### config.mk
export PLATFORM = sky130hd
export DESIGN_NAME = dmem_copy_engine
export DESIGN_NICKNAME = d
export VERILOG_FILES = /design/src/rtl/dmem_copy_engine.sv
export SDC_FILE = /design/constraint.sdc
export NUM_CORES = 1
export LEC_CHECK = 0
export ABC_AREA = 1
export BUFFER_PORTS_ARGS = -buffer_cell sky130_fd_sc_hd__clkbuf_2
export CAP_MARGIN = 40
export CELL_PAD_IN_SITES_DETAIL_PLACEMENT = 0
export CELL_PAD_IN_SITES_GLOBAL_PLACEMENT = 2
export CORE_ASPECT_RATIO = 1.1
export CORE_MARGIN = 4
export CORE_UTILIZATION = 25
export CTS_CLUSTER_SIZE = 40
export DETAILED_ROUTE_END_ITERATION = 10
export PLACE_DENSITY = 0.78
export SYNTH_ARGS = -nofsm -noshare
export SYNTH_HDL_FRONTEND = slang
export SYNTH_SLANG_ARGS = --single-unit
### constraint.sdc
create_clock -name clk -period 1.63 [get_ports clk]
set_clock_uncertainty 0.1 [all_clocks]
set_input_delay 0.163 -clock clk [delete_from_list [all_inputs] [get_ports clk]]
set_output_delay 0.163 -clock clk [all_outputs]
set_load 0.01 [all_outputs]
### src/rtl/dmem_copy_engine.sv
// Word-by-word block copy engine sharing the data-memory port through an arbiter grant.
// Optional XOR checksum of written words is enabled by defining DMEM_COPY_CHECKSUM_EN.
module dmem_copy_engine #(
    parameter int ADDR_W = 32,
    parameter int LEN_W  = 16
) (
    input  logic              clk,
    input  logic              rst_n,
    input  logic              start,
    input  logic              abort,
    input  logic [ADDR_W-1:0] src_addr,
    input  logic [ADDR_W-1:0] dst_addr,
    input  logic [LEN_W-1:0]  len,
    output logic              busy,
    output logic              done,
    output logic              err,
    input  logic              mem_gnt,
    output logic              mem_req,
    output logic [ADDR_W-1:0] mem_addr,
    output logic              mem_we,
    output logic [31:0]       mem_wdata,
    input  logic [31:0]       mem_rdata
`ifdef DMEM_COPY_CHECKSUM_EN
    ,
    output logic [31:0]       csum
`endif
);

    typedef enum logic [1:0] {IDLE, READ, WRITE, DONE} state_t;

    state_t            state;
    logic [ADDR_W-1:0] src_ptr;
    logic [ADDR_W-1:0] dst_ptr;
    logic [LEN_W-1:0]  count;
    logic [31:0]       data_q;

    // busy/done are registered alongside the state so they track it exactly
    always_ff @(posedge clk) begin
        if (!rst_n) begin
            state   <= IDLE;
            src_ptr <= '0;
            dst_ptr <= '0;
            count   <= '0;
            data_q  <= '0;
            busy    <= 1'b0;
            done    <= 1'b0;
            err     <= 1'b0;
        end else begin
            done <= 1'b0;
            case (state)
                IDLE: begin
                    if (start) begin
                        src_ptr <= src_addr;
                        dst_ptr <= dst_addr;
                        count   <= len;
                        err     <= 1'b0;
                        if ((src_addr[1:0] != 2'b00) || (dst_addr[1:0] != 2'b00)) begin
                            err <= 1'b1;
                        end else if (len == '0) begin
                            state <= DONE;
                            done  <= 1'b1;
                        end else begin
                            state <= READ;
                            busy  <= 1'b1;
                        end
                    end
                end
                READ: begin
                    if (abort) begin
                        state <= IDLE;
                        busy  <= 1'b0;
                    end else if (mem_gnt) begin
                        data_q <= mem_rdata;
                        state  <= WRITE;
                    end
                end
                WRITE: begin
                    if (abort) begin
                        state <= IDLE;
                        busy  <= 1'b0;
                    end else if (mem_gnt) begin
                        src_ptr <= src_ptr + ADDR_W'(4);
                        dst_ptr <= dst_ptr + ADDR_W'(4);
                        count   <= count - LEN_W'(1);
                        if (count == LEN_W'(1)) begin
                            state <= DONE;
                            busy  <= 1'b0;
                            done  <= 1'b1;
                        end else begin
                            state <= READ;
                        end
                    end
                end
                DONE: begin
                    state <= IDLE;
                end
                default: begin
                    state <= IDLE;
                    busy  <= 1'b0;
                end
            endcase
        end
    end

`ifdef DMEM_COPY_CHECKSUM_EN
    // A granted write lands in memory even during abort, so it is folded in too
    always_ff @(posedge clk) begin
        if (!rst_n) begin
            csum <= '0;
        end else if ((state == IDLE) && start) begin
            csum <= '0;
        end else if ((state == WRITE) && mem_gnt) begin
            csum <= csum ^ data_q;
        end
    end
`endif

    always_comb begin
        mem_addr = '0;
        case (state)
            READ:    mem_addr = src_ptr;
            WRITE:   mem_addr = dst_ptr;
            default: mem_addr = '0;
        endcase
    end

    // Write strobe gated by reset so a reset cycle never corrupts memory
    assign mem_we    = (state == WRITE) && mem_gnt && rst_n;
    assign mem_req   = busy;
    assign mem_wdata = data_q;

endmodule

# == Yosys cells after proc, flatten, opt, wreduce, memory -nomap -nowiden ==
# Cells that the tools add are included.
# word_totals
register_bits,117
inputBits,117
word_cells,77
# classes
mux,38
add_sub_neg,3
eq_ne,13
n_bitwise,1
reduce_logical,14
# op_table
operator,n
$mux W32,6
$pmux W32 S2,3
$add A32 B3 Y32 const B,2
$mux W16,3
$pmux W16 S2,1
$eq A16 B1 Y1 const B,1
$logic_not A16 Y1,1
$mux W2,8
$sub A16 B1 Y16 const B,1
$mux W1,14
$ne A2 B2 Y1 const B,6
$ne A3 B3 Y1 const B,3
$pmux W2 S4,1
$reduce_and A4 Y1,2
$reduce_and A7 Y1,1
$reduce_bool A2 Y1,3
$eq A2 B2 Y1 const B,2
$pmux W1 S3,1
$reduce_and A3 Y1,1
$reduce_bool A3 Y1,1
$eq A2 B1 Y1 const B,1
$logic_and A1 B1 Y1,2
$logic_not A2 Y1,1
$pmux W1 S2,1
other kinds (3),3

# == Depth between registers and ports, before layout ==
# Gate-level depths: netlist of the first run.
# logic_depth
depth_word,5
mapped_depth,12
ltp_nobuf,11

# == Least setup slack after synthesis of the first run ==
# Ideal clock, no wire load.
# synth_timing
path_kind,register to output
start,reg state[0]
end,out mem_addr[23]
path_stages_with_launch,8
path_slack_ns,-0.078
arrival_ns,1.445
t_required_ns,1.367
path_buffers,3
cell_sequence,dfxtp_1 > inv_1 > ha_1 > buf_2 > buf_2 > buf_2 > nand2_1 > a21oi_1
# synth_between
elab_chain_len,2
# synth_lines
element,line,text
"start, declared",31,state_t state;
"start signal, assigned",40,state <= IDLE;
"start signal, assigned",60,state <= DONE;
"start signal, assigned",63,state <= READ;
$eq A2 B2 Y1 or $eq A2 B1 Y1 (tied branches),120,case (state)
$pmux W32 S2 (*),120,
"end, declared",19,"output logic [ADDR_W-1:0] mem_addr,"
# Mark *: on every way between the ends. The rest lies on a longest branch, timed or not.

# == Final worst setup path of the first run ==
# layout_timing
start,reg state[1]
end,out mem_addr[17]
# The elaborated chain is that of the path after synthesis.

==> flow_metrics.tcl, run 1 <==
set metrics [dict create \
    fmax_mhz 487 \
    drtAntennaViolNets 0 \
    clkLatencyLatePin_ns 0.43 \
    seq_area_frac_synth_pct 31.0 \
    layout.nets 1861 \
    cp.arrival_ns 1.79 \
    tns_ns -37.36 \
    cts_tree "yes" \
    synth.area.top_cells "dfxtp_1, nand2_1, a21oi_1" \
    wl_met1_um 16100 \
    worstPathRequired_ns 1.37 \
    dp_hpwl_um 23500 \
    period_minus_slack_ns 2.05 \
    die_x_um 174 \
    drc_errors 0 \
    dp_slack_ns -0.235 \
    antenna_found_initial 0 \
    wl_um 36500 \
    drt-pass1-iter-count 5 \
    hold_depth 5 \
    io_pins 186 \
    yosysWarnings 0 \
    place_congestion 0.857 \
    wl_met3_um 1480 \
    clock_path_buffers 2 \
    drt_iter0_drc 519 \
    cts-buffers-inserted 17 \
    coreArea_sq_um 29600 \
    synth_cell_types 41 \
    max_slew_margin_pct 60.9 \
    hold_viol 0 \
    final_util_pct 49.4 \
    rrSetupSlack_ns -0.36 \
    synth_commonest_cells "nand2_1, nor2_1, a21oi_1, inv_1, dfxtp_1" \
    hp-class "in -> reg" \
    path_clk_slew_ns 0.06 \
    grt_pass1_wl_um 55800 \
    synth.largest_area_cell "dfxtp_1" \
    grt_util_all_layers_pct 21.3 \
    wl_met2_um 17500 \
    peakVddDrop_mv 1.01 \
    rsz0062_at_grt "yes" \
    maxSlewViolCount 0 \
    finalCritPeriodShare_pct 126 \
    tightest_slew_ns 0.587 \
    endpoint_kind "output port" \
    setup_ws_ns -0.424 \
    netlist.area_leader.share_pct 31.0 \
    vias 10240 \
    async_flop_share_pct 0 \
    synth_edf_count 0 \
    synth_area_sq_um 7550 \
    fill_cells 2899 \
    start_util_pct 25.5 \
    synth_seq_cells 117 \
    avgSynthCellArea_sq_um 5.97 \
    die_h_um 190 \
    portBuffers 185 \
    rows 66 \
    power_density_nw_per_um2 1900 \
    synth_fp_nets 1392 \
    outcome "finished with violations" \
    antenna_cells 0 \
    path_class "reg -> out" \
    setup_viol_count_final 144 \
    drive_gt1_share_pct 45.9 \
    root_buffer "clkbuf_16" \
    overflow 0 \
    synth.most_common_cell "nand2_1" \
    crit_fanout 6 \
    cts_htree_levels 4 \
    maxCapViolations 0 \
    ys.flop_type "dfxtp_1" \
    avgViaCountPerCell 4.83 \
    leakage_uw 0.00635 \
    grt_pass1_vias 10228 \
    clock_sinks 117 \
    grt_max_degree 40 \
    maxUsedRoutingLayer "met4" \
    critPathLaunchType "register" \
    violations "setup timing" \
    reg2reg_depth 13 \
    synth_cells 1266 \
    wl_per_cell_um 17.2 \
    syn_to_final_growth_pct 94.0 \
    dieArea_sq_um 33100 \
]
-- report_power, final --
part / leakage (uW) / switching [uW] / internal [uW] / total, uW
clock: 0.000283 / 1630 / 2290 / 3920
sequential: 0.000962 / 959 / 3850 / 4810
combinational: 0.00510 / 9680 / 9490 / 19200
-- cell families after synthesis --
logic type | Yosys count | share of synthesized area [%]
compound gates | 278 | 19.2
xor+xnor | 3 | 0.348
fa+ha+maj | 9 | 1.49
buf+inv | 189 | 10.1
flops | 117 | 31.0
simple gates | 670 | 37.9
-- through the flow --
stage	instances	total power, uW	hold slack (ns)	cell area (sq um)
floorplan	1266	10300	0.211	7610
global placement	1939	15600	0.324	10300
detailed placement	1939	15600	0.325	10300
CTS	2118	26700	0.00163	13900
global route	2122	29500	0.0215	14700
finish	2122	27900	0.0104	14700
-- cell usage in the layout (no fill, tap or decap), drive strengths merged, types with 73 or more instances in the layout --
cell | Yosys | routed
dlygate4sd3 | 0 | 73
buf | 36 | 283
nand2 | 341 | 341
a21oi | 142 | 142
nand3 | 90 | 90
inv | 124 | 129
o21ai | 106 | 106
clkbuf | 29 | 175
dfxtp | 117 | 117
nor2 | 187 | 187
-- sequential cells by signal (all words and copies together) (netlist names) --
| signal | count |
|---|---|
| count | 16 |
| src_ptr | 32 |
| done | 1 |
| mem_wdata | 32 |
| state | 2 |
| busy | 1 |
| dst_ptr | 32 |
| err | 1 |
-- per-layer routing --
metal / GRT usage [%] / up-vias
li1: - / 5082
met2: 35.9 / 283
met4: 8.53 / 0
met1: 27.4 / 4801
met5: 0 / -
met3: 3.01 / 74
-- what timing repair did --
item / 4_1_cts / 5_1_grt
cloned: 28 / 5
hold buffers: 73 / 0
resized for setup: 369 / 255
buffers inserted: 47 / 20
endpoints found under the hold margin: 73 / 0
pin swaps: 96 / 99
endpoints found under the setup margin: 147 / 148
-- area by class of cell --
class | count | area, sq um | area share, %
clock buffer | 17 | 425 | 2.90
sequential | 117 | 2350 | 16.0
inverter | 124 | 512 | 3.49
multi-input combinational | 960 | 5970 | 40.7
tap | 374 | 468 | 3.19
clock inverter | 15 | 169 | 1.15
timing repair buffer | 515 | 4760 | 32.5
-- path summary, 6_finish.rpt --
path | endpoint | startpoint
setup / recovery | mem_addr[17] | state[1]$_SDFFE_PN0P_
hold / removal | src_ptr[5]$_SDFFE_PN0P_ | src_addr[5]
setup reg to reg | count[5]$_SDFFE_PN0P_ | state[0]$_SDFFE_PN0P_
hold reg to reg | mem_wdata[0]$_SDFFE_PN0P_ | mem_wdata[0]$_SDFFE_PN0P_
-- worst max-delay path, cell delays in order, from the launching register on --
cell and delay (ns):
dfxtp_4 0.39, inv_6 0.05, ha_4 0.30, inv_8 0.06
buf_12 0.14, clkbuf_16 0.16, a21oi_4 0.12, buf_6 0.12
Power figures use the tool's default switching activity.
==> run 2, diff against run 1 <==
--- a/config.mk
+++ b/config.mk
@@ -12,10 +12,10 @@
 export CELL_PAD_IN_SITES_GLOBAL_PLACEMENT = 2
 export CORE_ASPECT_RATIO = 1.1
 export CORE_MARGIN = 4
-export CORE_UTILIZATION = 25
+export CORE_UTILIZATION = 30
 export CTS_CLUSTER_SIZE = 40
 export DETAILED_ROUTE_END_ITERATION = 10
-export PLACE_DENSITY = 0.78
+export PLACE_DENSITY = 0.88
 export SYNTH_ARGS = -nofsm -noshare
 export SYNTH_HDL_FRONTEND = slang
 export SYNTH_SLANG_ARGS = --single-unit
==> constraint.sdc (replaced) <==
create_clock -name clk -period 2.5 [get_ports clk]
set_clock_uncertainty 0.1 [all_clocks]
set_input_delay 0.25 -clock clk [delete_from_list [all_inputs] [get_ports clk]]
set_output_delay 0.25 -clock clk [all_outputs]
set_load 0.01 [all_outputs]
==> run 2 against run 1 <==
Compared with the run above:
- the run now ends clean
- combinational power decreased by 74%
- global-route usage decreased by 1.2 points
- routed wire length decreased by 22%
- largest cell class unchanged
- highest routed layer unchanged
==> flow_metrics.tcl, run 2 (synthesis gave the netlist of run 1 again) <==
set metrics [dict create \
    outcome "complete, no violations" \
    grt_util_all_layers_pct 20.1 \
    portBuffers 185 \
    layout_commonest_cell "nand2_1" \
    tightest_slew_ns 0.684 \
    critPathMostFrequentCell "inv_1" \
    die_h_um 174 \
    path_clk_slew_ns 0.06 \
    rows 60 \
    hold_depth 3 \
    layout.nets 1571 \
    r2r_end "src_ptr[12]$_SDFFE_PN0P_" \
    rsz0062_at_grt "no" \
    endpoint_kind "output port" \
    p_switching_uw 5160 \
    syn_to_final_growth_pct 27.0 \
    min_to "mem_wdata[29]$_SDFFE_PN0P_" \
    hold_viol 0 \
    slowest_stage "dfxtp_1" \
    worstPathRequired_ns 2.15 \
    drtAntennaViolNets 0 \
    setup_ws_ns 0.125 \
    coreArea_sq_um 24600 \
    antenna_found_initial 0 \
    antenna_cells 0 \
    start_util_pct 30.7 \
    vias 8717 \
    maxSlewViolCount 0 \
    cts_htree_levels 4 \
    io_pins 186 \
    clock_path_buffers 2 \
    period_minus_slack_ns 2.37 \
    crit_fanout 16 \
    tns_ns 0 \
    reg2reg_depth 10 \
    grt_max_degree 81 \
    drt_iter0_drc 593 \
    setup_viol_count_final 0 \
    drive_gt1_share_pct 19.3 \
    fmax_mhz 421 \
    path_class "reg -> out" \
    grt_pass1_wl_um 45100 \
    dp_hpwl_um 21200 \
    seq_power_share_pct 30.7 \
    hp-class "in -> reg" \
    root_buffer "clkbuf_16" \
    min_from "mem_rdata[29]" \
    maxCapViolations 0 \
    drc_errors 0 \
    dp_slack_ns 0.395 \
    die_x_um 159 \
    wl_per_cell_um 16.1 \
    max_slew_margin_pct 54.4 \
    clkLatencyLatePin_ns 0.43 \
    wl_um 28500 \
    critPathLaunchType "register" \
    avgViaCountPerCell 4.93 \
    leakage_uw 0.00403 \
    cp.arrival_ns 2.02 \
    p_sw_share_pct 47.5 \
    final_cell_mix "nand2_1, clkbuf_2, nor2_1, a21oi_1, inv_1" \
    cts_tree "yes" \
    worstPathCellList "inv_1 -> ha_1 -> inv_1 -> buf_4 -> a21oi_1 -> clkbuf_2" \
    p_clk_share_pct 23.1 \
    dieArea_sq_um 27800 \
    grt_pass1_vias 8245 \
    p_int_uw 5710 \
    power_density_nw_per_um2 1130 \
    comb_power_share_pct 46.1 \
    clock_sinks 117 \
    fill_cells 2768 \
    finalCritPeriodShare_pct 95.0 \
    drt-pass1-iter-count 5 \
    slowest_delay_ns 0.41 \
    peakVddDrop_mv 0.690 \
    rrSetupSlack_ns 0.31 \
    cts-buffers-inserted 17 \
    timing.rr.start "state[0]$_SDFFE_PN0P_" \
    overflow 0 \
    place_congestion 0.891 \
]
run 2: how the worst max path moves through the flow:
| stage | endpoint | cells after the start | slack, ns | from |
|---|---|---|---|---|
| floorplan | mem_addr[23] | 7 | 0.70 | state[0]$_SDFFE_PN0P_ |
| global placement | src_ptr[25]$_SDFFE_PN0P_ | 10 | 0.43 | state[0]$_SDFFE_PN0P_ |
| detailed placement | src_ptr[12]$_SDFFE_PN0P_ | 10 | 0.40 | state[0]$_SDFFE_PN0P_ |
| CTS | mem_addr[25] | 6 | 0.03 | state[0]$_SDFFE_PN0P_ |
| global route | mem_addr[24] | 6 | 0.03 | state[1]$_SDFFE_PN0P_ |
| finish | mem_addr[26] | 6 | 0.13 | state[1]$_SDFFE_PN0P_ |
run 2: area by class of cell:
class                   instances  area, sq um  share of cell area, %
well taps                     310          388                   4.04
inverters                     124          465                   4.85
clock buffers                  17          425                   4.44
multi-input cells             960         4480                   46.7
repair buffers                225         1320                   13.7
clock inverters                15          170                   1.77
flip-flops and latches        117         2340                   24.4
run 2: worst max-delay path, delay by kind of cell, from the launching register on:
family | cells | cell delay (ns)
buffers and inverters | 4 | 0.59
adder cells (fa/ha/maj) | 1 | 0.34
AO/OA/AOI/OAI | 1 | 0.25
flip-flops | 1 | 0.41
run 2: power groups by stage:
| stage | clock [uW] | sequential, uW | combinational (uW) |
|---|---|---|---|
| final | 2510 | 3340 | 5010 |
| after detailed placement | 0 | 3370 | 4930 |
| after global routing | 2650 | 3450 | 5700 |
| after floorplan | 0 | 3090 | 3580 |
| after CTS | 2560 | 3340 | 4970 |
| after global placement | 0 | 3370 | 4910 |
run 2: metrics by stage:
stage	util [%]	cell area (sq um)	instances	power, uW	hold slack (ns)
3_3_place_gp	35.8	8800	1718	8280	0.332
3_5_place_dp	35.8	8800	1718	8310	0.336
5_1_grt	39.0	9590	1768	11800	0.0167
4_1_cts	38.7	9540	1764	10900	0.000142
6_report	39.0	9590	1768	10900	0.00510
2_1_floorplan	-	7550	1266	6670	0.298
run 2: what timing repair did:
action,4_1_cts,5_1_grt
resized for setup,0,6
endpoints found under the hold margin,14,0
setup buffers,0,4
hold buffers,14,0
setup endpoints to repair,0,14
run 2: per-layer routing:
layer	global-route usage, %	wire length (um)	up-vias	share of wire (%)
met1	26.8	13600	3916	48
met3	4.29	1650	38	5.8
met2	32.4	12600	280	44
li1	-	-	4483	-
met4	6.62	675	0	2.4
met5	0	0	-	0
